File: config.mk
export PLATFORM = sky130hd
export DESIGN_NAME = decoder38
export DESIGN_NICKNAME = d
export VERILOG_FILES = /design/src/rtl/decoder38.sv
export SDC_FILE = /design/constraint.sdc
export NUM_CORES = 1
export LEC_CHECK = 0
export BUFFER_PORTS_ARGS = -buffer_cell sky130_fd_sc_hd__buf_2
export CORE_AREA = 4 4 41 43
export DETAILED_ROUTE_END_ITERATION = 10
export DIE_AREA = 0 0 45 47
export GPL_TIMING_DRIVEN = 0
export SLEW_MARGIN = 10
export SYNTH_ARGS = -nofsm -noshare
export SYNTH_HDL_FRONTEND = slang
export SYNTH_SLANG_ARGS = --single-unit
File: constraint.sdc
create_clock -name clk -period 0.9 [get_ports clk]
set_input_delay 0 -clock clk [delete_from_list [all_inputs] [get_ports clk]]
set_output_delay 0 -clock clk [all_outputs]
set_load 0.01 [all_outputs]
File: src/rtl/decoder38.sv
// Registered N-to-2**N line decoder with enable and selectable output polarity.
// All outputs come straight from flops so downstream enables see no decode glitches.
module decoder38 #(
  parameter  int IN_WIDTH       = 3,
  parameter  bit ACTIVE_LOW_OUT = 1'b0,
  localparam int OutWidth       = 2 ** IN_WIDTH
) (
  input  logic                clk,
  input  logic                rst_n,
  input  logic                enable,
  input  logic [IN_WIDTH-1:0] data_in,
  output logic [OutWidth-1:0] data_out
);

  logic [OutWidth-1:0] w_oneHot;
  logic [OutWidth-1:0] w_nextOut;
  logic [OutWidth-1:0] w_idleOut;
  logic [OutWidth-1:0] r_dataOut;

  assign w_idleOut = {OutWidth{ACTIVE_LOW_OUT}};

  always_comb begin
    w_oneHot = '0;
    if (enable) begin
      w_oneHot[data_in] = 1'b1;
    end
  end

  // Inverting the whole word flips both the selected bit and the idle bits.
  assign w_nextOut = ACTIVE_LOW_OUT ? ~w_oneHot : w_oneHot;

  always_ff @(posedge clk or negedge rst_n) begin
    if (!rst_n) begin
      r_dataOut <= w_idleOut;
    end else begin
      r_dataOut <= w_nextOut;
    end
  end

  assign data_out = r_dataOut;

endmodule

==> summary.md <==
| Metric | Value |
|---|---|
| Status | `finished, final reports clean` |
| Fin. Hold Viols | `0` |
| Crit. End Element | `flop` |
| Main combinational cell family by area after synthesis | `simple AND/OR/NAND/NOR gates` |
| Seq/Total Area, Yosys | `67.51%` |
| I/O pin cnt | `14` |
| Total die area | `2115 um^2` |
| Die X | `45 um` |
| Total GRT Usage | `7.914%` |
| Vias per std cell | `4.176` |
| Crit path largest cell delay | `0.53 ns` |
| Peak VDD IR | `760.4 uV` |
| Clk sink count | `8` |
| Post-Synthesis Cell Area | `296.5 um^2` |
| Critical path class | `in -> reg` |
| Syn_area_per_cell | `18.53 um^2` |
| Post-cts sizing count | `0` |
| Rows | `13` |
| WL/cell | `12.29 um` |
| Synth Area in Adders | `0%` |
| Critical Path, Cell by Cell | `dlygate4sd3_1 -> buf_2 -> and4b_2` |
| CP endpoint | `data_out[5]` |
| Post-CTS setup repair buffer count | `0` |
| Slowest stage cell, crit path | `dlygate4sd3_1` |
| Routability Congestion | `0.7546` |
| CP Max Fanout | `8` |
| Post-Syn Nets | `22` |
| Synth Area in Compound Gates | `0%` |
| Final period util | `88.81%` |
| Drt total wl | `627 um` |
| Area after DPL | `380.4 um^2` |
| # DRC | `0` |
| Hold-fix buffers, CTS | `4` |
| XOR/XNOR Fraction of Synth Area | `0%` |
| Fin. max-slew vios | `0` |
| Reg power frac | `51.7%` |
| DR vias | `213` |
| Worst setup SP type | `input pin` |
| Number of H-tree levels | `1` |
| Post-Synth Simple-Gate Area | `32.49%` |
| Max Clk Rate | `1251 MHz` |
| Synth-to-layout area growth | `49.37%` |
| Pint | `0.5589 mW` |
| Max FFs per register | `8` |
| Setup crit start | `data_in[0]` |
| Clock Path Buffers | `2` |
| Sw Ratio | `22.08%` |
| Clock buffer count from CTS | `3` |
| CTS tree | `built` |
| Height of the die | `47 um` |
| Final setup TNS | `0 ns` |
| Min Clock Period, post-route | `0.7993 ns` |
| Count of cell types in the netlist | `5` |
| # setup viols final | `0` |
| 1st-iter DRT viols | `0` |
| Post-route cell area | `442.9 um^2` |
| DR pass1 iterations | `1` |
| Post-synthesis instance total | `16` |
| Post-synthesis mux area share | `0%` |
| Flops & latches, synth | `8` |
| LEAKAGE | `0.2367 nW` |
| Worst EP required | `1.04 ns` |
| First-pass GRT wire length | `1090 um` |
| Arrival time of the worst setup path | `0.94 ns` |
| Antenna cells | `0` |
| Logic pwr share | `10.2%` |
| Vias in the first global route | `231` |
| GRT overflow | `0` |
| Layout cell share with drive strength beyond 1 | `66.67%` |
| RSZ-0062 raised after global routing | `no` |
| Psw | `0.1584 mW` |
| Worst slew pin tran | `0.1799 ns` |
| Core footprint | `1301 um^2` |
| Commonest non-fill, non-tap cell in the layout | `buf_2` |
| Most frequent cells in the layout | `13 x buf_2, 8 x dfrtp_1, 4 x dlygate4sd3_1` |
| Max Cap Violations | `0` |
| Clock share of power | `38.1%` |
| Largest net degree at the start of global routing | `9` |
| Initial antenna violation count | `0` |
| Final net count | `44` |
| Pwr Total | `0.7173 mW` |
| CTS root buffer | `clkbuf_4` |
| Initial Util | `22.79%` |
| Clock transition at path regs | `0.06 ns` |
| Antenna Nets Post-Route | `0` |
| Rel. slew slack | `87.97%` |
| HP Class | `in -> reg` |
| Yosys warnings | `0` |
| PD cells | `1619 nW/um^2` |
| Number of port buffers | `13` |
| Dpl hpwl | `401.5 um` |
critical path: cells and delay by family:
family / cells / cell delay (ns)
buffers and inverters: 2 / 0.70
AND/OR/NAND/NOR: 1 / 0.24
cell type report:
cell class,instances,area [um^2]
Sequential cell,8,200.2
Timing Repair Buffer,17,105.1
Tap cell,15,18.77
Clock buffer,3,22.52
Fill cell,132,858.3
Multi-Input combinational cell,8,96.34
metal layers:
| metal | share of wire [%] | GRT usage [%] | vias to the layer above |
|---|---|---|---|
| met4 | 0 | 7.018 | 0 |
| met2 | 40 | 10.73 | 12 |
| met5 | 0 | 0 | - |
| met3 | 11 | 3.831 | 0 |
| met1 | 49 | 9.176 | 97 |
| li1 | - | - | 104 |
Yosys cell counts, drive strengths merged:
| cell type | n | area share (%) |
|---|---|---|
| and4bb | 3 | 13 |
| and4b | 3 | 11 |
| nor4b | 1 | 5.1 |
| dfrtp | 8 | 68 |
| and4 | 1 | 3.4 |
worst min-delay path by stage:
stage                      start     endpoint  slack (ns)  depth (start not counted)
after floorplan            rst_n  data_out[0]       -0.30                          0
after global placement     rst_n  data_out[6]       -0.16                          1
after detailed placement   rst_n  data_out[6]       -0.15                          1
after CTS                 enable  data_out[0]        0.07                          2
after global routing      enable  data_out[0]        0.08                          2
final                     enable  data_out[0]        0.09                          2
power groups by stage:
stage | logic, mW | clock network [mW] | registers (mW)
final | 0.0733 | 0.273 | 0.371
after global routing | 0.0829 | 0.311 | 0.371
after CTS | 0.0737 | 0.285 | 0.371
after detailed placement | 0.0610 | 0 | 0.377
after global placement | 0.0576 | 0 | 0.377
after floorplan | 0.0139 | 0 | 0.383
stage by stage:
stage / instances / setup WS [ns] / util [%] / hold WS (ns)
after floorplan: 16 / 0.5244 / - / -0.2956
after global placement: 44 / 0.3959 / 29.23 / -0.1560
after detailed placement: 44 / 0.3665 / 29.23 / -0.1491
after CTS: 51 / 0.1109 / 34.04 / 0.07102
after global routing: 51 / 0.06524 / 34.04 / 0.07627
final: 51 / 0.1007 / 34.04 / 0.08681
kinds of logic after synthesis:
family | Yosys count
simple gates | 8
flops | 8
Power figures use the tool's default switching activity.
